$ cat src/rtl/vga_disp_scheduler_pkg.sv
// Shared types and constants for the frame-synchronous VGA content scheduler.
package vga_disp_pkg;

    localparam int NUM_DIGITS = 7;
    localparam int REC_MAX    = 9999999;

    localparam logic [3:0] ADD3_THRESH = 4'd5;

    localparam logic [3:0] DIG_OFF  = 4'd0;
    localparam logic [3:0] DIG_MAN  = 4'd1;
    localparam logic [3:0] DIG_SEMI = 4'd2;
    localparam logic [3:0] DIG_AUTO = 4'd3;

    typedef enum logic [1:0] {
        IDLE,
        CAPTURE,
        CONVERT,
        COMMIT
    } sched_state_e;

    // Double-dabble correction applied to one BCD nibble before each shift.
    function automatic logic [3:0] add3(input logic [3:0] nib);
        return (nib >= ADD3_THRESH) ? nib + 4'd3 : nib;
    endfunction

endpackage

$ cat src/rtl/vga_disp_scheduler_if.sv
// Control-side to renderer-side bundle around the scheduler.
interface vga_disp_if #(
    parameter int REC_W = 24
);
    import vga_disp_pkg::*;

    logic                    frame_start;
    logic                    power_on;
    logic [2:0]              mode_sel;
    logic                    show_record;
    logic                    alert;
    logic [REC_W-1:0]        record_val;

    logic [3:0]              state_digit;
    logic                    state_en;
    logic [4*NUM_DIGITS-1:0] rec_digits;
    logic                    rec_en;
    logic                    blink_phase;
    logic                    busy;

    modport master (
        output frame_start, power_on, mode_sel, show_record, alert, record_val,
        input  state_digit, state_en, rec_digits, rec_en, blink_phase, busy
    );

    modport slave (
        input  frame_start, power_on, mode_sel, show_record, alert, record_val,
        output state_digit, state_en, rec_digits, rec_en, blink_phase, busy
    );

endinterface

$ cat src/rtl/vga_disp_scheduler_bin2bcd.sv
// Sequential double-dabble: loads on start_i, then runs REC_W add-3/shift iterations.
module bin2bcd_seq
    import vga_disp_pkg::*;
#(
    parameter int REC_W = 24
) (
    input  logic                    clk,
    input  logic                    rst,
    input  logic                    start_i,
    input  logic [REC_W-1:0]        bin_i,
    output logic                    done_o,
    output logic [4*NUM_DIGITS-1:0] bcd_o
);
    localparam int BCD_W = 4 * NUM_DIGITS;
    localparam int SR_W  = BCD_W + REC_W;
    localparam int CNT_W = $clog2(REC_W);

    logic [SR_W-1:0]  sr_q, sr_d, sr_adj;
    logic [CNT_W-1:0] cnt_q, cnt_d;
    logic             active_q, active_d;

    // NOTE: every always_comb output gets a default first so no path leaves it unassigned (no latch).
    always_comb begin
        sr_adj = sr_q;
        for (int i = 0; i < NUM_DIGITS; i++) begin
            sr_adj[REC_W + 4*i +: 4] = add3(sr_q[REC_W + 4*i +: 4]);
        end

        sr_d     = sr_q;
        cnt_d    = cnt_q;
        active_d = active_q;
        if (start_i) begin
            sr_d     = {{BCD_W{1'b0}}, bin_i};
            cnt_d    = '0;
            active_d = 1'b1;
        end else if (active_q) begin
            sr_d  = {sr_adj[SR_W-2:0], 1'b0};
            cnt_d = cnt_q + CNT_W'(1);
            if (cnt_q == CNT_W'(REC_W - 1)) begin
                active_d = 1'b0;
            end
        end
    end

    // NOTE: state registers use non-blocking assignments so all flops update from pre-edge values.
    always_ff @(posedge clk) begin
        if (rst) begin
            sr_q     <= '0;
            cnt_q    <= '0;
            active_q <= 1'b0;
        end else begin
            sr_q     <= sr_d;
            cnt_q    <= cnt_d;
            active_q <= active_d;
        end
    end

    // done_o flags the final iteration cycle so the caller can step to COMMIT on the same edge.
    assign done_o = active_q && (cnt_q == CNT_W'(REC_W - 1));
    assign bcd_o  = sr_q[SR_W-1 -: BCD_W];

endmodule

$ cat src/rtl/vga_disp_scheduler.sv
// Once per frame: snapshot controls, convert the record to BCD, commit overlays during blanking.
module vga_disp_scheduler
    import vga_disp_pkg::*;
#(
    parameter int REC_W        = 24,
    parameter int BLINK_FRAMES = 30
) (
    input  logic     clk,
    input  logic     rst,
    vga_disp_if.slave bus
);
    localparam int BCD_W = 4 * NUM_DIGITS;
    localparam int FC_W  = $clog2(BLINK_FRAMES);

    sched_state_e      state_q, state_d;
    logic              power_q, show_q, alert_q;
    logic [2:0]        mode_q;
    logic [3:0]        state_digit_q, state_digit_d;
    logic              state_en_q, state_en_d;
    logic [BCD_W-1:0]  rec_digits_q, rec_digits_d;
    logic              rec_en_q, rec_en_d;
    logic              blink_q, blink_d;
    logic [FC_W-1:0]   frame_cnt_q, frame_cnt_d;

    logic [REC_W-1:0]  rec_sat;
    logic              conv_start, conv_done;
    logic [BCD_W-1:0]  conv_bcd;

    assign rec_sat    = (bus.record_val > REC_W'(REC_MAX)) ? REC_W'(REC_MAX) : bus.record_val;
    assign conv_start = (state_q == CAPTURE);

    bin2bcd_seq #(.REC_W(REC_W)) u_bin2bcd (
        .clk     (clk),
        .rst     (rst),
        .start_i (conv_start),
        .bin_i   (rec_sat),
        .done_o  (conv_done),
        .bcd_o   (conv_bcd)
    );

    always_comb begin
        state_d       = state_q;
        state_digit_d = state_digit_q;
        state_en_d    = state_en_q;
        rec_digits_d  = rec_digits_q;
        rec_en_d      = rec_en_q;
        blink_d       = blink_q;
        frame_cnt_d   = frame_cnt_q;

        case (state_q)
            IDLE:    if (bus.frame_start) state_d = CAPTURE;
            CAPTURE: state_d = CONVERT;
            CONVERT: if (conv_done) state_d = COMMIT;
            COMMIT: begin
                state_d = IDLE;
                if (frame_cnt_q == FC_W'(BLINK_FRAMES - 1)) begin
                    frame_cnt_d = '0;
                    blink_d     = ~blink_q;
                end else begin
                    frame_cnt_d = frame_cnt_q + FC_W'(1);
                end

                rec_digits_d = conv_bcd;
                rec_en_d     = power_q && (mode_q == 3'b100) && show_q;

                if (!power_q) begin
                    state_digit_d = DIG_OFF;
                    state_en_d    = 1'b1;
                end else begin
                    // Invalid mode keeps the last digit but hides it.
                    case (mode_q)
                        3'b100:  begin state_digit_d = DIG_MAN;  state_en_d = 1'b1; end
                        3'b010:  begin state_digit_d = DIG_SEMI; state_en_d = 1'b1; end
                        3'b001:  begin state_digit_d = DIG_AUTO; state_en_d = 1'b1; end
                        default: state_en_d = 1'b0;
                    endcase
                end

                if (alert_q && power_q) begin
                    state_en_d = state_en_d & blink_d;
                end
            end
            default: state_d = IDLE;
        endcase
    end

    always_ff @(posedge clk) begin
        if (rst) begin
            state_q       <= IDLE;
            state_digit_q <= DIG_OFF;
            state_en_q    <= 1'b0;
            rec_digits_q  <= '0;
            rec_en_q      <= 1'b0;
            blink_q       <= 1'b0;
            frame_cnt_q   <= '0;
            power_q       <= 1'b0;
            mode_q        <= '0;
            show_q        <= 1'b0;
            alert_q       <= 1'b0;
        end else begin
            state_q       <= state_d;
            state_digit_q <= state_digit_d;
            state_en_q    <= state_en_d;
            rec_digits_q  <= rec_digits_d;
            rec_en_q      <= rec_en_d;
            blink_q       <= blink_d;
            frame_cnt_q   <= frame_cnt_d;
            if (state_q == CAPTURE) begin
                power_q <= bus.power_on;
                mode_q  <= bus.mode_sel;
                show_q  <= bus.show_record;
                alert_q <= bus.alert;
            end
        end
    end

    assign bus.state_digit = state_digit_q;
    assign bus.state_en    = state_en_q;
    assign bus.rec_digits  = rec_digits_q;
    assign bus.rec_en      = rec_en_q;
    assign bus.blink_phase = blink_q;
    assign bus.busy        = (state_q != IDLE);

endmodule

$ cat src/flat_wrapper.sv
// flat-port wrapper written by rule: the top's interface ports become plain ports
module vga_disp_scheduler_flat import vga_disp_pkg::*;
#(
    parameter int REC_W        = 24,
    parameter int BLINK_FRAMES = 30
)
  (clk, rst, bus_frame_start, bus_power_on, bus_mode_sel, bus_show_record, bus_alert, bus_record_val, bus_state_digit, bus_state_en, bus_rec_digits, bus_rec_en, bus_blink_phase, bus_busy);
  vga_disp_if #(.REC_W(REC_W)) bus_i ();
  input  logic clk;
  input  logic rst;
  input wire logic [$bits(bus_i.frame_start)-1:0] bus_frame_start;
  input wire logic [$bits(bus_i.power_on)-1:0] bus_power_on;
  input wire logic [$bits(bus_i.mode_sel)-1:0] bus_mode_sel;
  input wire logic [$bits(bus_i.show_record)-1:0] bus_show_record;
  input wire logic [$bits(bus_i.alert)-1:0] bus_alert;
  input wire logic [$bits(bus_i.record_val)-1:0] bus_record_val;
  output wire logic [$bits(bus_i.state_digit)-1:0] bus_state_digit;
  output wire logic [$bits(bus_i.state_en)-1:0] bus_state_en;
  output wire logic [$bits(bus_i.rec_digits)-1:0] bus_rec_digits;
  output wire logic [$bits(bus_i.rec_en)-1:0] bus_rec_en;
  output wire logic [$bits(bus_i.blink_phase)-1:0] bus_blink_phase;
  output wire logic [$bits(bus_i.busy)-1:0] bus_busy;
  assign bus_i.frame_start = bus_frame_start;
  assign bus_i.power_on = bus_power_on;
  assign bus_i.mode_sel = bus_mode_sel;
  assign bus_i.show_record = bus_show_record;
  assign bus_i.alert = bus_alert;
  assign bus_i.record_val = bus_record_val;
  assign bus_state_digit = bus_i.state_digit;
  assign bus_state_en = bus_i.state_en;
  assign bus_rec_digits = bus_i.rec_digits;
  assign bus_rec_en = bus_i.rec_en;
  assign bus_blink_phase = bus_i.blink_phase;
  assign bus_busy = bus_i.busy;
  vga_disp_scheduler #(.REC_W(REC_W), .BLINK_FRAMES(BLINK_FRAMES)) u_core (.clk(clk), .rst(rst), .bus(bus_i));
endmodule
$ cat config.mk
export PLATFORM = sky130hd
export DESIGN_NAME = vga_disp_scheduler_flat
export DESIGN_NICKNAME = d
export VERILOG_FILES = /design/src/rtl/vga_disp_scheduler_pkg.sv /design/src/rtl/vga_disp_scheduler_if.sv /design/src/rtl/vga_disp_scheduler_bin2bcd.sv /design/src/rtl/vga_disp_scheduler.sv /design/src/flat_wrapper.sv
export SDC_FILE = /design/constraint.sdc
export NUM_CORES = 1
export LEC_CHECK = 0
export CAP_MARGIN = 15
export CORE_ASPECT_RATIO = 1.4
export CORE_MARGIN = 4
export CORE_UTILIZATION = 50
export CTS_CLUSTER_DIAMETER = 30
export DETAILED_ROUTE_END_ITERATION = 7
export GPL_TIMING_DRIVEN = 0
export PLACE_DENSITY = 0.74
export RECOVER_POWER = 25
export SLEW_MARGIN = 25
export SYNTH_ARGS = -nofsm -noshare
export SYNTH_HDL_FRONTEND = slang
export SYNTH_SLANG_ARGS = --single-unit
export TNS_END_PERCENT = 10
$ cat constraint.sdc
create_clock -name clk -period 2.7 [get_ports clk]
set_clock_uncertainty 0.1 [all_clocks]
set_input_delay 0.675 -clock clk [delete_from_list [all_inputs] [get_ports clk]]
set_output_delay 0.675 -clock clk [all_outputs]
set_load 0.05 [all_outputs]
Yosys cells after proc, flatten, opt, wreduce, memory -nomap -nowiden
Index checks and enable logic that the tools add are counted.
{ "word_totals": {"output_inout_bits": 36, "regBits": 106, "mem_bits_ro": 0, "in_bits": 33, "n_memories": 0, "latch_bits": 0, "elab_cells": 81, "ram_bits": 0} }
{ "op_classes": {"n_div": 0, "n_mul": 0, "order_cmp": 8, "n_mux": 25, "n_eq_ne": 11, "add_sub_neg": 9, "bitwise_logic": 2, "n_reduce_logical": 11, "n_shift": 0} }
{ "ops": {"columns": ["operator", "count"], "rows": [
  ["24-bit two-way mux", 3],
  ["4-bit by 3-bit greater-or-equal comparator with 1-bit output, second input constant", 7],
  ["4-bit two-way mux", 7],
  ["4-bit by 2-bit adder with 4-bit output, second input constant", 6],
  ["24-bit greater-than comparator, second input constant", 1],
  ["4-bit one-hot mux with 3 select lines", 1],
  ["5-bit by 1-bit adder with 5-bit output, second input constant", 2],
  ["5-bit == test, second input constant", 2],
  ["1-bit two-way mux", 9],
  ["2-bit one-hot mux with 4 select lines", 1],
  ["5-bit two-way mux", 1],
  ["2-bit == test, second input constant", 2],
  ["1-bit logical AND", 4],
  ["2-bit two-way mux", 2],
  ["4-bit inequality test, second input constant", 1],
  ["2-bit AND reduction", 2],
  ["2-bit nonzero test", 2],
  ["3-bit by 2-bit adder with 3-bit output, second input constant", 1],
  ["3-bit by 1-bit == test with 1-bit output, second input constant", 1],
  ["3-bit by 2-bit == test with 1-bit output, second input constant", 1],
  ["3-bit == test, second input constant", 1],
  ["3-bit two-way mux", 1],
  ["3-bit OR reduction", 1],
  ["2-bit by 1-bit == test with 1-bit output, second input constant", 1],
  ["6 further kinds", 6]
]} }

Longest topological paths before layout
{ "logic_depth": {"word_depth": 7, "mapped_depth": 7, "mapped_depth_nobuf": 7} }

Cells and area by module
Synthesis repeated with hierarchy kept, for this count alone.
{ "hier_totals": {"cells_unflattened": 611, "area_unflattened_um2": 5388.9} }
{ "modules_own_cells": {"columns": ["mod", "n_inst", "area_each_um2", "cells_per_inst", "seq_area_each_um2"], "rows": [
  ["bin2bcd_seq", 1, 3248.1, 366, 1161.1],
  ["vga_disp_scheduler", 1, 2140.8, 245, 920.9]
]} }

Least setup slack after synthesis
OpenSTA, ideal clock, no wires.
{ "synth_timing": {"path_kind": "input-to-reg", "start": "in bus_record_val[22]", "end": "reg u_core.u_bin2bcd.sr_q[7]", "setup_ps": 115, "setup_slack_ps": 837, "path_stages": 6, "path_buffers": 1, "required_time_ps": 2485, "t_arrival_ps": 1648, "cell_sequence": "nor4_2 nand4_1 o211ai_1 buf_4 nor3_2 o21a_1"} }
{ "synth_via": {"elab_chain_cells": 3} }
{ "synth_rtl": {"columns": ["item", "line_no", "text"], "rows": [
  ["start, declared", "flat_wrapper.sv:16", "input wire logic [$bits(bus_i.record_val)-1:0] bus_record_val;"],
  ["24-bit greater-than comparator", "vga_disp_scheduler.sv:29", "assign rec_sat = (bus.record_val > REC_W'(REC_MAX)) ? REC_W'(REC_MAX) : bus.record_val;"],
  ["24-bit two-way mux", "vga_disp_scheduler.sv:29", null],
  ["24-bit two-way mux", "vga_disp_scheduler_bin2bcd.sv:32", "if (start_i) begin"],
  ["end signal, assigned", "vga_disp_scheduler_bin2bcd.sv:52", "sr_q <= sr_d;"],
  ["end, declared", "vga_disp_scheduler_bin2bcd.sv:18", "logic [SR_W-1:0] sr_q, sr_d, sr_adj;"]
]} }
No other way between the ends.
A chain may end at the register's enable or synchronous reset.

Worst setup path after layout
{ "layout_timing": {"start": "in bus_record_val[18]", "end": "reg u_core.u_bin2bcd.sr_q[7]"} }
The elaborated chain is that of the path after synthesis.

==> flow_summary.toml <==
[outcome]
outcome = "finished clean"

[clock_network]
htree_levels = 3
holdBufCountCts = 0
numCtsBuffers = 9
path_clk_slew_ps = 70
insertion_delay_ps = 350
cts-root-buf = "clkbuf_16"
clock_path_buffers = 2
clock_sinks = 104
cts_tree = "built"

[cells_and_area]
final_net_count = 652
finalCoreUtilization_pct = 62.42
fin_cells = 712
drive_gt1_share_pct = 5.980
diodes = 0
syn_to_final_growth_pct = 22.35

[global_route]
grt_pass1_wl_mm = 18.15
grt_use_total_pct = 19.64
grt_remaining_overflow = 0
grt_max_degree = 16
grt_pass1_vias = 4026
antenna_found_initial = 0

[routing]
first_pass_iters = 4
routed_via_density = 5.525
wire_per_inst_um = 15.30
antenna_left = 0
routed_wirelength_mm = 10.89
vias = 3934
drt_iter0_markers = 178
drc = 0

[timing]
finalSetupTns_ps = 0
setup_slack_ps = 354.6
rsz0062_at_grt = "false"
slew_violations = 0
hold_violations = 0
tightest_slew_ps = 652.0
fin_crit_sh_pct = 86.87
max_freq_mhz = 426.4
report.final.setup_viol = 0
relSlewSlack_pct = 56.53
fin_crit_ps = 2345

[floorplan]
core_area_mm2 = 0.009459
start_util_pct = 51.02
row_count = 42
num_io_pins = 69
die_h_um = 124.2
die_x_um = 91.03
die_area_mm2 = 0.01131

[logic_synthesis]
synth_xor_area_share_pct = 4.719
yosys_register_bits = 104
ys_seq_area_share_pct = 43.14
postSynthAreaPerCell_um2 = 9.281
synth_cells = 520
synth-simple-area-share_pct = 13.84
synthAdderAreaFrac_pct = 5.704
async_flop_share_pct = 0
synth_top_family_by_area = "simple AND/OR/NAND/NOR gates"
synth_edf_count = 0
ys.flop_type = "dfxtp_1"
synth_compound_area_share_pct = 13.59
syn_area_mm2 = 0.004826
synth.area.mux_share_pct = 13.69
yosysWarningCount = 0
yosysUniqueCellTypes = 45

[place]
port_buffers = 65
numPlacedInstances = 696
dpl.hpwl_mm = 8.092
place_ws_ps = 89.03
place.gp.congestion = 0.8042

[power]
p_leak_nw = 2.152
power_density_mw_per_mm2 = 743.4
vdd_ir_drop_max_mv = 0.5961

[worst_setup_path]
r2r_cells = 7
r2r_start = "u_core.state_q[1]$_SDFFE_PP0P_"
worstSetupPathType = "input pin to flop"
path_max_fanout = 10
arrival_ps = 2490
r2r_end = "u_core.u_bin2bcd.sr_q[21]$_SDFFE_PP0P_"
crit_path_start_kind = "input pin"
crit_end = "u_core.u_bin2bcd.sr_q[7]$_SDFFE_PP0P_"
startpoint = "bus_record_val[18]"
required_ps = 2840
worst_setup_path_end_kind = "flop"
r2r_slack_ps = 650

[hold_path]
hold_class = "flop to flop"

[flow_run]
drv_cap = 0
==> routing by layer <==
layer  global-route usage, %  wire length [um]
met1                   21.33              4385
met3                   3.995               418
met4                   9.503               277
met5                       0                 0
met2                   35.73              5812
==> power by group <==
| group | switching [mW] | total (mW) | leakage (nW) | internal [mW] |
|---|---|---|---|---|
| combinational | 0.763 | 1.30 | 1.17 | 0.532 |
| sequential | 0.123 | 1.84 | 0.843 | 1.72 |
| clock | 0.553 | 1.25 | 0.139 | 0.701 |
==> worst min-delay path by stage <==
stage                                                 startpoint                                      to  slack [ps]  cells past startpoint
after floorplan           u_core.u_bin2bcd.sr_q[51]$_SDFFE_PP0P_  u_core.u_bin2bcd.sr_q[51]$_SDFFE_PP0P_         340                      2
after detailed placement  u_core.u_bin2bcd.sr_q[51]$_SDFFE_PP0P_  u_core.u_bin2bcd.sr_q[51]$_SDFFE_PP0P_         380                      2
after global placement    u_core.u_bin2bcd.sr_q[51]$_SDFFE_PP0P_  u_core.u_bin2bcd.sr_q[51]$_SDFFE_PP0P_         370                      2
after CTS                 u_core.u_bin2bcd.sr_q[51]$_SDFFE_PP0P_  u_core.u_bin2bcd.sr_q[51]$_SDFFE_PP0P_         390                      2
final                     u_core.u_bin2bcd.sr_q[51]$_SDFFE_PP0P_  u_core.u_bin2bcd.sr_q[51]$_SDFFE_PP0P_         380                      2
after global routing              u_core.bus.rec_en$_SDFFE_PP0P_          u_core.bus.rec_en$_SDFFE_PP0P_         410                      2
==> logic make-up after synthesis <==
| kind of cell | Yosys count |
|---|---|
| adders and majority gates | 22 |
| muxes | 66 |
| buffers and inverters | 58 |
| DFF | 104 |
| AOI/OAI and AO/OA | 101 |
| xor gates and xnor gates | 26 |
| other | 1 |
| and+or+nand+nor | 142 |
==> worst max-delay path, stage by stage <==
cell and delay [ps]:
dlygate4sd3_1 560, nor3_1 360, nand4_1 220, o211ai_1 260, buf_4 220, nor3_2 50, o21a_1 160
==> layout make-up <==
cell class	instances	area (um^2)
Tap cell	110	137.6
Multi-Input combinational cell	359	2495
Inverter	25	93.84
Clock buffer	14	274.0
Timing Repair Buffer	65	653.1
Buffer	33	156.4
Clock inverter	2	12.51
Sequential cell	104	2082
Fill cell	841	3555
==> cell usage after synthesis (5+ instances only) <==
master     number  area share (%)
nand3_1        14             1.5
o2bb2ai_1       9             1.6
a21oi_1        34             3.5
o211ai_1        7             1.1
xnor2_1        16             2.9
a21o_1          6            0.93
nand2b_1       10             1.3
nor2_1         64             5.0
nand4_1         7            0.91
nand2_1        29             2.3
buf_2          10             1.0
nor3_1          5            0.52
o21ai_0        15             1.6
o31a_1          9             1.6
mux2i_1        66              14
dfxtp_1       104              43
ha_1           22             5.7
buf_4           6            0.93
clkbuf_1       17             1.3
a211oi_1        6            0.93
xor2_1         10             1.8
inv_1          22             1.7
==> placed cells by master, fill, tap and decap left out, types with 3 or more instances in the layout <==
| master | netlist | layout |
|---|---|---|
| o31a_1 | 9 | 9 |
| inv_2 | 3 | 3 |
| o2bb2ai_1 | 9 | 9 |
| clkbuf_16 | 0 | 9 |
| dfxtp_1 | 104 | 104 |
| nand2b_1 | 10 | 10 |
| a211oi_1 | 6 | 6 |
| xnor2_1 | 16 | 16 |
| a21o_1 | 6 | 6 |
| clkbuf_8 | 0 | 3 |
| nand4_1 | 7 | 7 |
| nor3_1 | 5 | 5 |
| buf_4 | 6 | 6 |
| clkbuf_1 | 17 | 21 |
| buf_2 | 10 | 8 |
| o21ai_0 | 15 | 16 |
| nand3_1 | 14 | 14 |
| a21oi_1 | 34 | 34 |
| clkdlybuf4s50_1 | 0 | 63 |
| o211ai_1 | 7 | 7 |
| ha_1 | 22 | 22 |
| o21a_1 | 3 | 3 |
| nand2_1 | 29 | 29 |
| xor2_1 | 10 | 10 |
| nor2_1 | 64 | 64 |
| inv_1 | 22 | 22 |
| mux2i_1 | 66 | 66 |
==> per-stage QoR <==
| step | total power, mW | area [um^2] | hold slack, ps |
|---|---|---|---|
| finish | 4.390 | 5904 | 383.9 |
| global route | 4.627 | 5904 | 412.6 |
| CTS | 4.424 | 5904 | 385.3 |
| detailed placement | 3.175 | 5618 | 378.4 |
| global placement | 3.135 | 5618 | 366.4 |
| floorplan | 2.818 | 4830 | 344.3 |
==> sequential cells by signal, indices dropped and copies added, names as in the netlist <==
register and count:
u_core.bus.rec_en 1, u_core.alert_q 1, u_core.power_q 1, u_core.u_bin2bcd.cnt_q 5
u_core.bus.rec_digits 28, u_core.bus.state_digit 2, u_core.bus.blink_phase 1, u_core.show_q 1
u_core.bus.state_en 1, u_core.state_q 2, u_core.mode_q 3, u_core.u_bin2bcd.sr_q 52
u_core.u_bin2bcd.active_q 1, u_core.frame_cnt_q 5
==> repair_timing <==
item	in CTS	in global routing
buffers inserted	0	0
endpoints found under the setup margin	0	1
resized for setup	0	1
(Power assumes the default switching activity.)
